==> src/rtl/bp_be_pkg.sv <==
// ---------------------------------------------------------------------------
// bp_be_pkg
//   Shared types for the backend branch feedback generator:
//     - bp_params_e            : processor configuration selector
//     - bp_vaddr_width()       : virtual address width for a configuration
//     - bp_metadata_width()    : forwarded branch metadata width
//     - md_site_*_bit_lp       : positions of the site flags inside metadata
//     - bp_be_fbgen_state_e    : feedback generator FSM states
//     - DECLARE_BP_BE_ATTABOY_ENTRY_S macro : attaboy queue entry struct
// ---------------------------------------------------------------------------

// Declares bp_be_attaboy_entry_s in the scope where it is expanded, so the
// struct widths follow the caller's configuration.
`define DECLARE_BP_BE_ATTABOY_ENTRY_S(vaddr_width_mp, metadata_width_mp) \
  typedef struct packed {                                                  \
    logic [vaddr_width_mp-1:0]    npc;                                     \
    logic [metadata_width_mp-1:0] metadata;                                \
    logic                         taken;                                   \
    logic                         ntaken;                                  \
  } bp_be_attaboy_entry_s;

`define BP_BE_ATTABOY_ENTRY_WIDTH(vaddr_width_mp, metadata_width_mp) \
  ((vaddr_width_mp) + (metadata_width_mp) + 2)

package bp_be_pkg;

  typedef enum logic [0:0] {
    e_bp_default_cfg = 1'b0,
    e_bp_sv32_cfg    = 1'b1
  } bp_params_e;

  function automatic int bp_vaddr_width(bp_params_e cfg);
    return (cfg == e_bp_sv32_cfg) ? 32 : 39;
  endfunction

  function automatic int bp_metadata_width(bp_params_e cfg);
    return (cfg == e_bp_sv32_cfg) ? 20 : 24;
  endfunction

  // The frontend places its site classification in the low metadata bits;
  // the remaining bits are opaque to the backend and only passed through.
  localparam int md_site_br_bit_lp   = 0;
  localparam int md_site_jal_bit_lp  = 1;
  localparam int md_site_jalr_bit_lp = 2;

  typedef enum logic [1:0] {
    e_fbgen_reset     = 2'd0,
    e_fbgen_wait_init = 2'd1,
    e_fbgen_run       = 2'd2
  } bp_be_fbgen_state_e;

endpackage

==> src/rtl/bp_be_attaboy_fifo.sv <==
// ---------------------------------------------------------------------------
// bp_be_attaboy_fifo
//   Single-read single-write FIFO with a valid/yumi output handshake.
//   A write while full is accepted only if a pop happens in the same cycle;
//   otherwise the write is ignored and the caller treats it as a drop.
// Ports:
//   clk_i, reset_n_i : clock, asynchronous active-low reset (empties FIFO)
//   v_i, data_i      : write request and data
//   full_o           : FIFO holds els_p entries
//   v_o, data_o      : head valid and head data (held until yumi_i)
//   yumi_i           : pop the head this cycle
// ---------------------------------------------------------------------------
module bp_be_attaboy_fifo #(
  parameter int els_p   = 4,
  parameter int width_p = 8
) (
  input  logic               clk_i,
  input  logic               reset_n_i,
  input  logic               v_i,
  input  logic [width_p-1:0] data_i,
  output logic               full_o,
  output logic               v_o,
  output logic [width_p-1:0] data_o,
  input  logic               yumi_i
);

  localparam int ptr_w_lp = $clog2(els_p);
  localparam logic [ptr_w_lp:0] full_cnt_lp = (ptr_w_lp+1)'(els_p);

  logic [width_p-1:0]  mem_q [els_p];
  logic [ptr_w_lp-1:0] wptr_q, rptr_q;
  logic [ptr_w_lp:0]   count_q;
  logic                enq, deq;

  assign full_o = (count_q == full_cnt_lp);
  assign v_o    = (count_q != '0);
  assign deq    = yumi_i & v_o;
  // A pop in the same cycle frees the slot the write needs.
  assign enq    = v_i & (~full_o | deq);
  assign data_o = mem_q[rptr_q];

  always_ff @(posedge clk_i or negedge reset_n_i) begin
    if (!reset_n_i) begin
      wptr_q  <= '0;
      rptr_q  <= '0;
      count_q <= '0;
    end else begin
      if (enq) wptr_q <= wptr_q + ptr_w_lp'(1);
      if (deq) rptr_q <= rptr_q + ptr_w_lp'(1);
      case ({enq, deq})
        2'b10:   count_q <= count_q + (ptr_w_lp+1)'(1);
        2'b01:   count_q <= count_q - (ptr_w_lp+1)'(1);
        default: count_q <= count_q;
      endcase
    end
  end

  // Storage needs no reset: an entry is only read once the count covers it.
  always_ff @(posedge clk_i) begin
    if (enq) mem_q[wptr_q] <= data_i;
  end

endmodule

==> src/rtl/bp_be_br_feedback_gen.sv <==
// ---------------------------------------------------------------------------
// bp_be_br_feedback_gen
//   Turns committed control-flow outcomes into frontend feedback:
//     - redirects (mispredicts, or trap/CSR/fence redirects) as a registered
//       one-cycle pulse, external redirects taking priority;
//     - attaboys (correct predictions) queued in a FIFO and released once the
//       frontend predictor has finished initialising.
// Ports:
//   clk_i, reset_n_i          : clock, asynchronous active-low reset
//   fe_init_done_i            : frontend predictor initialisation complete
//   commit_*_i                : committed instruction outcome
//   ext_redirect_v_i/_pc_i    : external redirect request
//   redirect_*_o              : registered redirect to the frontend
//   attaboy_*_o, attaboy_yumi_i : attaboy head and pop handshake
//   attaboy_drop_cnt_o        : saturating dropped-attaboy count
// Configuration:
//   BP_BE_ATTABOY_DROP_CNT_EN : adds attaboy_drop_cnt_o and its counter;
//                               without it dropped attaboys vanish silently.
// ---------------------------------------------------------------------------
module bp_be_br_feedback_gen
  import bp_be_pkg::*;
#(
  parameter bp_params_e bp_params_p = e_bp_default_cfg,
  parameter int attaboy_els_p = 4,
  parameter int drop_cnt_width_p = 8,
  localparam int vaddr_width_p = bp_vaddr_width(bp_params_p),
  localparam int branch_metadata_fwd_width_p = bp_metadata_width(bp_params_p)
) (
  input  logic                                   clk_i,
  input  logic                                   reset_n_i,
  input  logic                                   fe_init_done_i,
  input  logic                                   commit_v_i,
  input  logic [vaddr_width_p-1:0]               commit_npc_i,
  input  logic [branch_metadata_fwd_width_p-1:0] commit_br_metadata_fwd_i,
  input  logic                                   commit_taken_i,
  input  logic                                   commit_mispredict_i,
  input  logic                                   commit_nonbr_i,
  input  logic                                   ext_redirect_v_i,
  input  logic [vaddr_width_p-1:0]               ext_redirect_pc_i,
  output logic                                   redirect_v_o,
  output logic [vaddr_width_p-1:0]               redirect_pc_o,
  output logic                                   redirect_br_v_o,
  output logic [branch_metadata_fwd_width_p-1:0] redirect_br_metadata_fwd_o,
  output logic                                   redirect_br_taken_o,
  output logic                                   redirect_br_ntaken_o,
  output logic                                   redirect_br_nonbr_o,
  output logic                                   attaboy_v_o,
  output logic [vaddr_width_p-1:0]               attaboy_pc_o,
  output logic [branch_metadata_fwd_width_p-1:0] attaboy_br_metadata_fwd_o,
  output logic                                   attaboy_taken_o,
  output logic                                   attaboy_ntaken_o,
  input  logic                                   attaboy_yumi_i
`ifdef BP_BE_ATTABOY_DROP_CNT_EN
  ,output logic [drop_cnt_width_p-1:0]           attaboy_drop_cnt_o
`endif
);

  `DECLARE_BP_BE_ATTABOY_ENTRY_S(vaddr_width_p, branch_metadata_fwd_width_p)
  localparam int entry_width_lp =
    `BP_BE_ATTABOY_ENTRY_WIDTH(vaddr_width_p, branch_metadata_fwd_width_p);

  if (attaboy_els_p < 2 || (attaboy_els_p & (attaboy_els_p - 1)) != 0) begin : g_bad_els
    $error("attaboy_els_p must be a power of two and at least 2");
  end
  if (drop_cnt_width_p < 1) begin : g_bad_cnt
    $error("drop_cnt_width_p must be at least 1");
  end

  bp_be_fbgen_state_e state_q, state_d;
  logic redirect_en, enq_en, deq_en;

  logic site_br, site_jal, site_jalr;
  assign site_br   = commit_br_metadata_fwd_i[md_site_br_bit_lp];
  assign site_jal  = commit_br_metadata_fwd_i[md_site_jal_bit_lp];
  assign site_jalr = commit_br_metadata_fwd_i[md_site_jalr_bit_lp];

  // ---------------- FSM ----------------
  always_ff @(posedge clk_i or negedge reset_n_i) begin
    if (!reset_n_i) state_q <= e_fbgen_reset;
    else            state_q <= state_d;
  end

  always_comb begin
    state_d = state_q;
    unique case (state_q)
      e_fbgen_reset:     state_d = e_fbgen_wait_init;
      e_fbgen_wait_init: if (fe_init_done_i) state_d = e_fbgen_run;
      e_fbgen_run:       state_d = e_fbgen_run;
      default:           state_d = e_fbgen_reset;
    endcase
  end

  // Attaboys may be collected before the frontend is ready, but are only
  // presented to it once it has finished initialising.
  always_comb begin
    redirect_en = 1'b0;
    enq_en      = 1'b0;
    deq_en      = 1'b0;
    case (state_q)
      e_fbgen_wait_init: begin
        redirect_en = 1'b1;
        enq_en      = 1'b1;
      end
      e_fbgen_run: begin
        redirect_en = 1'b1;
        enq_en      = 1'b1;
        deq_en      = 1'b1;
      end
      default: ;
    endcase
  end

  // ---------------- Redirect ----------------
  logic                                   redirect_v_q, redirect_v_d;
  logic [vaddr_width_p-1:0]               redirect_pc_q, redirect_pc_d;
  logic                                   br_v_q, br_v_d;
  logic [branch_metadata_fwd_width_p-1:0] br_md_q, br_md_d;
  logic                                   br_taken_q, br_taken_d;
  logic                                   br_ntaken_q, br_ntaken_d;
  logic                                   br_nonbr_q, br_nonbr_d;

  // External redirects override a simultaneous mispredict entirely. Idle
  // cycles zero the payload so it never carries a stale redirect.
  always_comb begin
    redirect_v_d  = 1'b0;
    redirect_pc_d = '0;
    br_v_d        = 1'b0;
    br_md_d       = '0;
    br_taken_d    = 1'b0;
    br_ntaken_d   = 1'b0;
    br_nonbr_d    = 1'b0;
    if (redirect_en) begin
      if (ext_redirect_v_i) begin
        redirect_v_d  = 1'b1;
        redirect_pc_d = ext_redirect_pc_i;
      end else if (commit_v_i && commit_mispredict_i) begin
        redirect_v_d  = 1'b1;
        redirect_pc_d = commit_npc_i;
        br_v_d        = 1'b1;
        br_md_d       = commit_br_metadata_fwd_i;
        br_taken_d    = commit_taken_i & ~commit_nonbr_i;
        br_ntaken_d   = ~commit_taken_i & ~commit_nonbr_i & site_br;
        br_nonbr_d    = commit_nonbr_i;
      end
    end
  end

  always_ff @(posedge clk_i or negedge reset_n_i) begin
    if (!reset_n_i) begin
      redirect_v_q  <= 1'b0;
      redirect_pc_q <= '0;
      br_v_q        <= 1'b0;
      br_md_q       <= '0;
      br_taken_q    <= 1'b0;
      br_ntaken_q   <= 1'b0;
      br_nonbr_q    <= 1'b0;
    end else begin
      redirect_v_q  <= redirect_v_d;
      redirect_pc_q <= redirect_pc_d;
      br_v_q        <= br_v_d;
      br_md_q       <= br_md_d;
      br_taken_q    <= br_taken_d;
      br_ntaken_q   <= br_ntaken_d;
      br_nonbr_q    <= br_nonbr_d;
    end
  end

  assign redirect_v_o               = redirect_v_q;
  assign redirect_pc_o              = redirect_pc_q;
  assign redirect_br_v_o            = br_v_q;
  assign redirect_br_metadata_fwd_o = br_md_q;
  assign redirect_br_taken_o        = br_taken_q;
  assign redirect_br_ntaken_o       = br_ntaken_q;
  assign redirect_br_nonbr_o        = br_nonbr_q;

  // ---------------- Attaboy queue ----------------
  bp_be_attaboy_entry_s enq_entry, head;
  logic [entry_width_lp-1:0] fifo_data;
  logic enq_v, fifo_full, fifo_v, fifo_yumi;

  assign enq_v = enq_en & commit_v_i & ~commit_mispredict_i
               & (site_br | site_jal | site_jalr);

  assign enq_entry.npc      = commit_npc_i;
  assign enq_entry.metadata = commit_br_metadata_fwd_i;
  assign enq_entry.taken    = commit_taken_i;
  assign enq_entry.ntaken   = ~commit_taken_i & site_br;

  bp_be_attaboy_fifo #(
    .els_p   (attaboy_els_p),
    .width_p (entry_width_lp)
  ) attaboy_fifo (
    .clk_i     (clk_i),
    .reset_n_i (reset_n_i),
    .v_i       (enq_v),
    .data_i    (enq_entry),
    .full_o    (fifo_full),
    .v_o       (fifo_v),
    .data_o    (fifo_data),
    .yumi_i    (fifo_yumi)
  );

  assign head        = fifo_data;
  assign attaboy_v_o = fifo_v & deq_en;
  assign fifo_yumi   = attaboy_yumi_i & attaboy_v_o;

  // Payload is zeroed whenever the head is not offered, so reset and an
  // empty queue both present all-zero outputs.
  assign attaboy_pc_o              = attaboy_v_o ? head.npc      : '0;
  assign attaboy_br_metadata_fwd_o = attaboy_v_o ? head.metadata : '0;
  assign attaboy_taken_o           = attaboy_v_o & head.taken;
  assign attaboy_ntaken_o          = attaboy_v_o & head.ntaken;

`ifdef BP_BE_ATTABOY_DROP_CNT_EN
  logic attaboy_drop;
  logic [drop_cnt_width_p-1:0] drop_cnt_q, drop_cnt_d;

  // A write is lost only when full and no pop frees a slot this cycle.
  assign attaboy_drop = enq_v & fifo_full & ~fifo_yumi;

  always_comb begin
    drop_cnt_d = drop_cnt_q;
    if (attaboy_drop && !(&drop_cnt_q)) drop_cnt_d = drop_cnt_q + drop_cnt_width_p'(1);
  end

  always_ff @(posedge clk_i or negedge reset_n_i) begin
    if (!reset_n_i) drop_cnt_q <= '0;
    else            drop_cnt_q <= drop_cnt_d;
  end

  assign attaboy_drop_cnt_o = drop_cnt_q;
`else
  logic fifo_full_unused;
  assign fifo_full_unused = fifo_full;
`endif

  // The consumer must only pop an offered head.
  assert property (@(posedge clk_i) disable iff (!reset_n_i)
                   attaboy_yumi_i |-> attaboy_v_o);

endmodule

==> config.mk <==
export PLATFORM = sky130hd
export DESIGN_NAME = bp_be_br_feedback_gen
export DESIGN_NICKNAME = d
export VERILOG_FILES = /design/src/rtl/bp_be_pkg.sv /design/src/rtl/bp_be_attaboy_fifo.sv /design/src/rtl/bp_be_br_feedback_gen.sv
export SDC_FILE = /design/constraint.sdc
export NUM_CORES = 1
export LEC_CHECK = 0
export BUFFER_PORTS_ARGS = -buffer_cell sky130_fd_sc_hd__buf_2
export CAP_MARGIN = 10
export CORE_MARGIN = 4
export CORE_UTILIZATION = 50
export DETAILED_ROUTE_END_ITERATION = 16
export GPL_TIMING_DRIVEN = 0
export PLACE_DENSITY = 0.85
export SYNTH_ARGS = -nofsm -noshare
export SYNTH_HDL_FRONTEND = slang
export SYNTH_HIERARCHICAL = 1
export SYNTH_SLANG_ARGS = --single-unit
==> constraint.sdc <==
create_clock -name clk_i -period 2.78 [get_ports clk_i]
set_input_delay 0.278 -clock clk_i [delete_from_list [all_inputs] [get_ports clk_i]]
set_output_delay 0.278 -clock clk_i [all_outputs]
set_load 0.005 [all_outputs]
==> run summary, run 1 <==
Status: finished clean
Crit Path Category: flip-flop to primary output
Final hold vios: 0
Cells after Synth: 636
DRC: 0
R2r endpoint: attaboy_fifo/mem_q[0][23]
Total power: 15.7 mW
First-pass GRT wire length: 45900 um
Drt total wl: 30500 um
Worst-path fanout max: 10
Final setup violation count: 0
Starting Density: 0.509
H-tree level count: 2
Largest net degree at the start of global routing: 49
Core Box Area: 25200 um^2
Deepest clock path buffer count: 3
Initial antenna violation count: 5
Layout area overhead: 27.2%
RSZ-0062 raised after global routing: no
Synth Cell Area: 12800 um^2
Flop2flop setup slack: 0.14 ns
Critical path buffers and inverters: 4
Fin. max-slew vios: 0
Pleak: 6.71 nW
Crit path cell chain: clkbuf_1 > buf_6 > buf_4 > mux4_2 > and3_1 > buf_2
Layout cell share with drive strength beyond 1: 0.408
Post-CTS setup buffers: 0
Max IR drop VDD: 0.599 mV
Total number of vias: 7399
Mean Syn Cell Area: 20.1 um^2
Max-slew headroom: 0.535
Vert. Die Dim: 168 um
Port buffer count: 244
Ys Warns: 6
Setup Skew: 0.00956 ns
CTS root buffer: clkbuf_16
Setup crit start kind: flip-flop
CTS tree: yes
Critical Path Start: attaboy_fifo/rptr_q[0]
Total GRT Usage: 0.212
Post-DP HPWL: 18800 um
Die area: 28200 um^2
Tmin final: 2.65 ns
Max-Cap Viols: 0
FF-to-FF path depth: 8
Drt pass-1 iters: 5
Initial drt markers: 499
Worst Tran Pin Value: 0.697 ns
Gr ovfl total: 0
Cts bufs inserted: 35
P per Cell Area: 964 nW/um^2
Critical Path AT: 2.37 ns
Fmax: 378 MHz
Critical path endpoint category: primary output
Worst endpoint required time: 2.50 ns
CP max-delay cell: mux4_2
Final #Nets: 1086
Vias/cell: 5.58
Worst min path class: input port to flip-flop
Number of global-route vias before repair: 8032
Slowest stage delay, CP: 0.53 ns
Cell family with most CP delay: buffers and inverters
Wire length per cell: 23.0 um
Total I/O pin count: 245
Crit path capture: attaboy_pc_o[14]
Critical path depth: 6
Clock transition at path regs: 0.06 ns
Global placement routability congestion: 0.739
Hold path cells: 2
Clk Latency, worst-skew pair: 0.50 ns
Reg-to-Reg Start: state_q[0]
Placed insts: 1215
Sink Count: 337
Non-Filler Instances: 1325
Cell row count: 58
Part of the cycle the worst path needs: 0.953
Filler instances: 1676
Synthesized net count: 755
Antenna-violating nets left: 0
Die width: 168 um
## flip-flops by register name, summed over array words and instances (netlist names)
name,flops
attaboy_fifo/count_q,3
attaboy_fifo/mem_q,260
attaboy_fifo/rptr_q,2
attaboy_fifo/wptr_q,2
redirect_br_metadata_fwd_o,24
redirect_br_nonbr_o,1
redirect_br_ntaken_o,1
redirect_br_taken_o,1
redirect_br_v_o,1
redirect_pc_o,39
redirect_v_o,1
state_q,2
## timing repair
action / 4_1_cts / 5_1_grt
setup endpoints to repair: 198 / 139
endpoints found under the hold margin: 105 / 4
hold buffers: 44 / 1
pin swaps: 2 / 1
gates resized for setup: 10 / 8
## cells in the final DEF, fill, tap and decap left out, drive strengths merged, types with 3 or more instances in the layout
cell type,count
xnor2,3
dlygate4sd3,45
nand2,3
inv,8
clkinv,7
ha,7
and2,31
dfrtp,77
edfxtp,260
buf,268
a22o,39
mux2,3
mux4,65
and3,67
bufinv,4
nor2,3
clkbuf,75
nor2b,4
## power breakdown
group / total [mW] / internal [mW] / switching, mW
combinational: 4.61 / 2.22 / 2.38
clock: 4.87 / 3.02 / 1.85
sequential: 6.24 / 6.05 / 0.184
## worst min path at each step
stage | startpoint | end | slack (ns)
final | ext_redirect_pc_i[29] | redirect_pc_o[29] | 0.01
after global routing | commit_br_metadata_fwd_i[5] | attaboy_fifo/mem_q[0][7] | 0.002
after CTS | ext_redirect_pc_i[32] | redirect_pc_o[32] | 0.000005
after detailed placement | reset_n_i | redirect_br_metadata_fwd_o[3] | 0.26
after global placement | ext_redirect_pc_i[17] | redirect_pc_o[17] | 0.50
after floorplan | reset_n_i | attaboy_fifo/count_q[0] | -0.02
## per-stage QoR
stage          TNS [ns]  hold WS, ns  worst slack [ns]  area (um^2)  utilization
3_5_place_dp     -36.21        0.259            -0.262        14600        0.579
2_1_floorplan         0      -0.0176             0.173        12800            -
3_3_place_gp    -258.61        0.501             -1.01        14400        0.574
4_1_cts               0   0.00000544            0.0162        16300        0.646
5_1_grt               0      0.00217           0.00234        16300        0.647
6_report              0       0.0137             0.132        16300        0.647
## routing by layer
metal	part of all wire	vias up	global-route usage
li1	-	3212	-
met1	0.38	3775	0.267
met2	0.51	341	0.369
met3	0.076	65	0.0505
met4	0.026	6	0.0639
met5	0.0015	-	0
## worst reg2reg max path, cell delays in order, from the launching register on
cell	delay [ns]
dfrtp_1	0.40
inv_1	0.09
ha_2	0.25
buf_4	0.21
and3_1	0.23
buf_6	0.15
o21a_4	0.18
and2_4	0.50
buf_16	0.30
## area by class of cell
cell class	instances	area [um^2]	share of cell area
Antenna cell	2	5.00	0.000307
Multi-Input combinational cell	249	2830	0.174
Sequential cell	337	9730	0.597
Tap cell	330	413	0.0253
Inverter	8	30.0	0.00184
Clock buffer	52	1060	0.0652
Buffer	42	253	0.0155
Clock inverter	11	158	0.00967
Timing Repair Buffer	294	1810	0.111
Power figures use the tool's default switching activity.
==> run 2: changes to the inputs <==
--- a/config.mk
+++ b/config.mk
@@ -7,11 +7,13 @@
 export LEC_CHECK = 0
 export BUFFER_PORTS_ARGS = -buffer_cell sky130_fd_sc_hd__buf_2
 export CAP_MARGIN = 10
+export CELL_PAD_IN_SITES_DETAIL_PLACEMENT = 0
+export CELL_PAD_IN_SITES_GLOBAL_PLACEMENT = 1
 export CORE_MARGIN = 4
-export CORE_UTILIZATION = 50
+export CORE_UTILIZATION = 42
 export DETAILED_ROUTE_END_ITERATION = 16
 export GPL_TIMING_DRIVEN = 0
-export PLACE_DENSITY = 0.85
+export PLACE_DENSITY = 0.84
 export SYNTH_ARGS = -nofsm -noshare
 export SYNTH_HDL_FRONTEND = slang
 export SYNTH_HIERARCHICAL = 1
==> run summary, run 2 (synthesis gave the netlist of run 1 again) <==
Drt total wl: 31700 um (+4.0%)
H-tree level count: 2 (unchanged)
Clock transition at path regs: 0.06 ns (about the same)
Initial antenna violation count: 6 (+1)
DRC: 0 (unchanged)
Most frequent cells in the layout: edfxtp_1, buf_2, dlygate4sd3_1
Met1 GRT Util: 0.257 (-0.00947)
Status: finished clean
Crit Path Category: flip-flop to flip-flop
Vias/cell: 5.28 (-5.5%)
Final hold vios: 0 (unchanged)
Wire length per cell: 22.2 um (-3.5%)
First-pass GRT wire length: 48100 um (+4.8%)
Reg-to-Reg Start: state_q[0]
R2r endpoint: attaboy_fifo/mem_q[3][31]
Cts bufs inserted: 36 (+2.9%)
Part of the cycle the worst path needs: 0.941 (-0.0115)
Met3 usage: 0.0504 (-0.0000528)
Post-CTS setup buffers: 0 (unchanged)
Most flops, register: attaboy_fifo/mem_q
FF-to-FF path depth: 8 (unchanged)
Global placement routability congestion: 0.709 (-4.0%)
Grt peak-use layer: met2
Gr ovfl total: 0 (unchanged)
Core Box Area: 29900 um^2 (+19%)
Worst-path fanout max: 33 (+23)
Port buffer count: 244 (unchanged)
CTS tree: yes
Cell row count: 63 (+8.6%)
GRT met2 Usage: 0.307 (-0.0621)
Vert. Die Dim: 183 um (+8.7%)
Final setup violation count: 0 (unchanged)
Post-DP HPWL: 19500 um (+3.5%)
P per Cell Area: 936 nW/um^2 (-2.8%)
Fin. max-slew vios: 0 (unchanged)
Largest net degree at the start of global routing: 55 (+12%)
Total number of vias: 7539 (+1.9%)
Sink Count: 337 (unchanged)
Worst min path class: input port to flip-flop
Die area: 33400 um^2 (+18%)
Layout cell share with drive strength beyond 1: 0.394 (-0.0142)
Tmin final: 2.62 ns (-0.0320 ns)
Total I/O pin count: 245 (unchanged)
Final #Nets: 1126 (+3.7%)
Clk Latency, worst-skew pair: 0.51 ns (about the same)
Fmax: 382 MHz (+1.2%)
Sum Neg Setup Slack: 0 ns (unchanged)
Critical path endpoint category: flip-flop
Die width: 183 um (+8.7%)
Flop2flop setup slack: 0.16 ns (+0.02 ns)
Antenna-violating nets left: 0 (unchanged)
Placed insts: 1275 (+4.9%)
Hold path cells: 2 (unchanged)
Non-Filler Instances: 1428 (+7.8%)
Deepest clock path buffer count: 3 (unchanged)
Number of global-route vias before repair: 8006 (-0.32%)
Hold Path End: redirect_pc_o[25]
Total GRT Usage: 0.188 (-0.0240)
Layout area overhead: 30.7%
Max IR drop VDD: 0.612 mV (+2.1%)
HP Start: ext_redirect_pc_i[25]
Max-slew headroom: 0.508 (-0.0268)
Max-Cap Viols: 0 (unchanged)
RSZ-0062 raised after global routing: no
Critical Path AT: 2.81 ns (+0.44 ns)
Pleak: 6.86 nW (+2.2%)
CTS root buffer: clkbuf_16
Commonest non-fill, non-tap cell in the layout: edfxtp_1
Max FFs per register: 260 (unchanged)
Worst Tran Pin Value: 0.737 ns (+0.0402 ns)
Worst endpoint required time: 2.97 ns (+0.47 ns)
Setup Skew: 0.0126 ns (+0.00301 ns)
Drt pass-1 iters: 5 (unchanged)
Setup crit start kind: flip-flop
Starting Density: 0.429 (-0.0799)
Initial drt markers: 461 (-7.6%)
==> run 2: what timing repair did <==
| action | CTS | global route |
|---|---|---|
| hold buffers | 79 | 1 |
| gates cloned | 3 | 1 |
| endpoints found under the hold margin | 232 | 4 |
| resized for setup | 8 | 7 |
| setup endpoints to repair | 259 | 191 |
| pin swaps | 3 | 0 |
==> run 2: per-layer routing <==
layer	wire length (um)	share of wire
met5	33	0.0010
met4	486	0.015
met3	2450	0.077
met2	15500	0.49
met1	13200	0.42
==> run 2: area by class of cell <==
type	count	area, um^2
Fill cell	2300	13100
Sequential cell	337	9730
Multi-Input combinational cell	252	2850
Timing Repair Buffer	330	2180
Clock buffer	51	1050
Tap cell	390	488
Buffer	42	254
Clock inverter	14	138
Inverter	8	30.0
Antenna cell	4	10.0
==> run 2: per-stage QoR <==
stage | setup slack (ns) | util | total power, mW | hold WS (ns) | cell area (um^2)
4_1_cts | 0.0115 | 0.558 | 15.8 | 0.000236 | 16700
3_5_place_dp | -0.279 | 0.491 | 10.9 | 0.255 | 14700
2_1_floorplan | 0.173 | - | 9.05 | -0.0176 | 12800
6_report | 0.164 | 0.560 | 15.7 | 0.0180 | 16700
5_1_grt | 0.00997 | 0.560 | 16.5 | 0.00105 | 16700
3_3_place_gp | -0.998 | 0.486 | 10.8 | 0.500 | 14500
==> run 2: power by group <==
group	leakage, nW	internal (mW)	total (mW)	switching (mW)
sequential	3.37	6.05	6.23	0.180
combinational	2.90	2.27	4.71	2.44
clock	0.582	2.83	4.72	1.89
total	6.86	11.2	15.7	4.52
==> run 2: how the worst max path moves through the flow <==
stage / cells past startpoint / slack [ns] / end / startpoint
final: 8 / 0.16 / attaboy_fifo/mem_q[3][31] / state_q[0]
after global routing: 8 / 0.01 / attaboy_fifo/mem_q[3][32] / state_q[1]
after CTS: 6 / 0.01 / attaboy_pc_o[19] / attaboy_fifo/rptr_q[0]
after detailed placement: 7 / -0.28 / attaboy_fifo/mem_q[3][29] / attaboy_fifo/count_q[2]
after global placement: 6 / -1.0 / attaboy_fifo/mem_q[0][17] / attaboy_fifo/count_q[2]
after floorplan: 7 / 0.17 / attaboy_fifo/mem_q[0][0] / state_q[0]
==> run 2: critical path: stages, from the launching register on <==
cell,delay (ns)
dfrtp_1,0.40
inv_1,0.09
ha_1,0.25
clkbuf_4,0.26
and3_1,0.21
buf_6,0.15
o21a_4,0.24
and2_4,0.39
buf_12,0.27
==> run 3: changes to the inputs <==
--- a/config.mk
+++ b/config.mk
@@ -11,6 +11,7 @@
 export CELL_PAD_IN_SITES_GLOBAL_PLACEMENT = 1
 export CORE_MARGIN = 4
 export CORE_UTILIZATION = 42
+export CTS_BUF_LIST = sky130_fd_sc_hd__clkbuf_16
 export DETAILED_ROUTE_END_ITERATION = 16
 export GPL_TIMING_DRIVEN = 0
 export PLACE_DENSITY = 0.84
==> run summary, run 3 (synthesis gave the netlist of run 1 again) <==
Clock Power Share: 0.294 (-0.008)
Vias/cell: 5.28 (about the same)
Wire length per cell: 22.2 um (about the same)
Fin. max-slew vios: 0 (unchanged)
Die area: 33400 um^2 (unchanged)
Status: finished clean
Critical Path AT: 2.80 ns (about the same)
Antenna-violating nets left: 0 (unchanged)
Final setup violation count: 0 (unchanged)
Drt total wl: 31600 um (-0.20%)
Gr ovfl total: 0 (unchanged)
Hold slack final: 0.0165 ns (-0.00156 ns)
Worst Setup Slack post-DPL: -0.279 ns (unchanged)
Switch share: 0.291 (+0.00299)
Layout cell share with drive strength beyond 1: 0.391 (-0.00311)
Worst-path fanout max: 33 (unchanged)
Most flops, register: attaboy_fifo/mem_q
Worst endpoint required time: 2.97 ns (about the same)
First-pass GRT wire length: 47900 um (-0.46%)
P per Cell Area: 930 nW/um^2 (-0.66%)
Port buffer count: 244 (unchanged)
Final hold vios: 0 (unchanged)
Pleak: 6.85 nW (about the same)
Initial antenna violation count: 6 (unchanged)
Cell row count: 63 (unchanged)
CTS root buffer: clkbuf_16
Combinational power share: 0.304 (+0.003)
Critical path endpoint category: flip-flop
Clock transition at path regs: 0.06 ns (about the same)
Max FFs per register: 260 (unchanged)
Layout area overhead: 30.1%
Total I/O pin count: 245 (unchanged)
Largest net degree at the start of global routing: 55 (unchanged)
Fmax: 383 MHz (+0.19%)
H-tree level count: 2 (unchanged)
Commonest non-fill, non-tap cell in the layout: edfxtp_1
RSZ-0062 raised after global routing: no
Post-DP HPWL: 19500 um (unchanged)
DRC: 0 (unchanged)
Starting Density: 0.429 (unchanged)
Sink Count: 337 (unchanged)
Core Box Area: 29900 um^2 (unchanged)
Cts bufs inserted: 36 (unchanged)
Initial drt markers: 497 (+7.8%)
Tmin final: 2.61 ns (-0.00494 ns)
Most frequent cells in the layout: edfxtp_1, buf_2, dfrtp_1, dlygate4sd3_1, and3_1
PnR worst setup slack: 0.169 ns (+0.00494 ns)
Cell internal pwr: 11.0 mW (-1.5%)
Placement-stage cell area: 14700 um^2 (unchanged)
Design area: 16700 um^2 (-0.43%)
Crit Path Category: flip-flop to flip-flop
Max-slew headroom: 0.471 (-0.0370)
CTS tree: yes
Vert. Die Dim: 183 um (unchanged)
Deepest clock path buffer count: 3 (unchanged)
Part of the cycle the worst path needs: 0.939 (-0.00178)
Setup crit start kind: flip-flop
Total number of vias: 7534 (-0.066%)
Worst min path class: input port to flip-flop
Max-Cap Viols: 0 (unchanged)
Global placement routability congestion: 0.709 (unchanged)
Die width: 183 um (unchanged)
Drt pass-1 iters: 5 (unchanged)
Fin util: 0.558 (-0.00243)
Total GRT Usage: 0.187 (-0.000908)
Setup Skew: 0.00815 ns (-0.00442 ns)
Worst Tran Pin Value: 0.793 ns (+0.0556 ns)
Clk Latency, worst-skew pair: 0.51 ns (about the same)
Final #Nets: 1124 (-0.18%)
Number of global-route vias before repair: 7969 (-0.46%)
Max IR drop VDD: 0.611 mV (-0.19%)
Sequential Power Share: 0.402 (+0.004)
Total power: 15.5 mW (-1.1%)
P_sw: 4.52 mW (about the same)
## run 3: cell types whose count changed in the layout (fill, tap and decap cells not counted), moves of 3 or more
cell           before  now
inv_1               8   16
clkbuf_1           26   18
clkinv_1            3    8
clkbuf_8            5    0
dlygate4sd3_1      80   77
## run 3: cell type report
type / count / area (um^2)
clock buffers: 38 / 951
fillers: 2312 / 13200
inverters: 8 / 30.0
flip-flops and latches: 337 / 9730
clock inverters: 27 / 186
multi-input cells: 252 / 2850
plain buffers: 42 / 254
repair buffers: 328 / 2160
well taps: 390 / 488
diodes: 4 / 10.0
## run 3: timing repair
| action | in CTS | in global routing |
|---|---|---|
| pin swaps | 3 | 1 |
| hold buffers | 77 | 0 |
| cloned | 3 | 1 |
| endpoints found under the setup margin | 252 | 212 |
| hold endpoints to repair | 227 | 0 |
| gates resized for setup | 7 | 8 |
| buffers inserted | 0 | 1 |
## run 3: worst paths after layout
| check | from | end | slack [ns] | depth (start not counted) |
|---|---|---|---|---|
| worst max register to register | state_q[0] | attaboy_fifo/mem_q[3][24] | 0.17 | 8 |
| max in group asynchronous | reset_n_i | redirect_pc_o[6] | 1.90 | 3 |
| worst max-delay path | state_q[0] | attaboy_fifo/mem_q[3][24] | 0.17 | 8 |
| worst min-delay path | commit_br_metadata_fwd_i[5] | attaboy_fifo/mem_q[1][7] | 0.02 | 1 |
| worst min register to register | state_q[0] | state_q[0] | 0.56 | 1 |
| min in group asynchronous | reset_n_i | redirect_br_metadata_fwd_o[3] | 0.26 | 2 |
## run 3: through the flow
stage	std cells	setup TNS [ns]
6_report	1426	0
5_1_grt	1425	0
4_1_cts	1420	0
3_5_place_dp	1275	-31.78
3_3_place_gp	1270	-254.36
2_1_floorplan	636	0
## run 3: power groups by stage
| stage | Combinational [mW] | Clock (mW) | Sequential (mW) |
|---|---|---|---|
| floorplan | 2.72 | 0 | 6.33 |
| global placement | 4.49 | 0 | 6.32 |
| detailed placement | 4.60 | 0 | 6.32 |
| CTS | 4.76 | 4.64 | 6.23 |
| global route | 5.13 | 4.91 | 6.28 |
| finish | 4.71 | 4.56 | 6.23 |
## run 3: worst max-delay path, cell delays in order (launching register included)
cell and delay (ns):
dfrtp_1 0.40, inv_1 0.09, ha_1 0.25, clkbuf_4 0.26, and3_1 0.21, buf_6 0.15, o21a_4 0.24, and2_4 0.39
buf_12 0.27
## run 3: routing by layer
layer	wire [um]	GRT usage	vias up	part of all wire
met5	26	0	-	0.00082
met4	485	0.0390	6	0.015
met3	2480	0.0488	42	0.079
met2	15300	0.305	320	0.49
met1	13300	0.258	3871	0.42
li1	-	-	3295	-
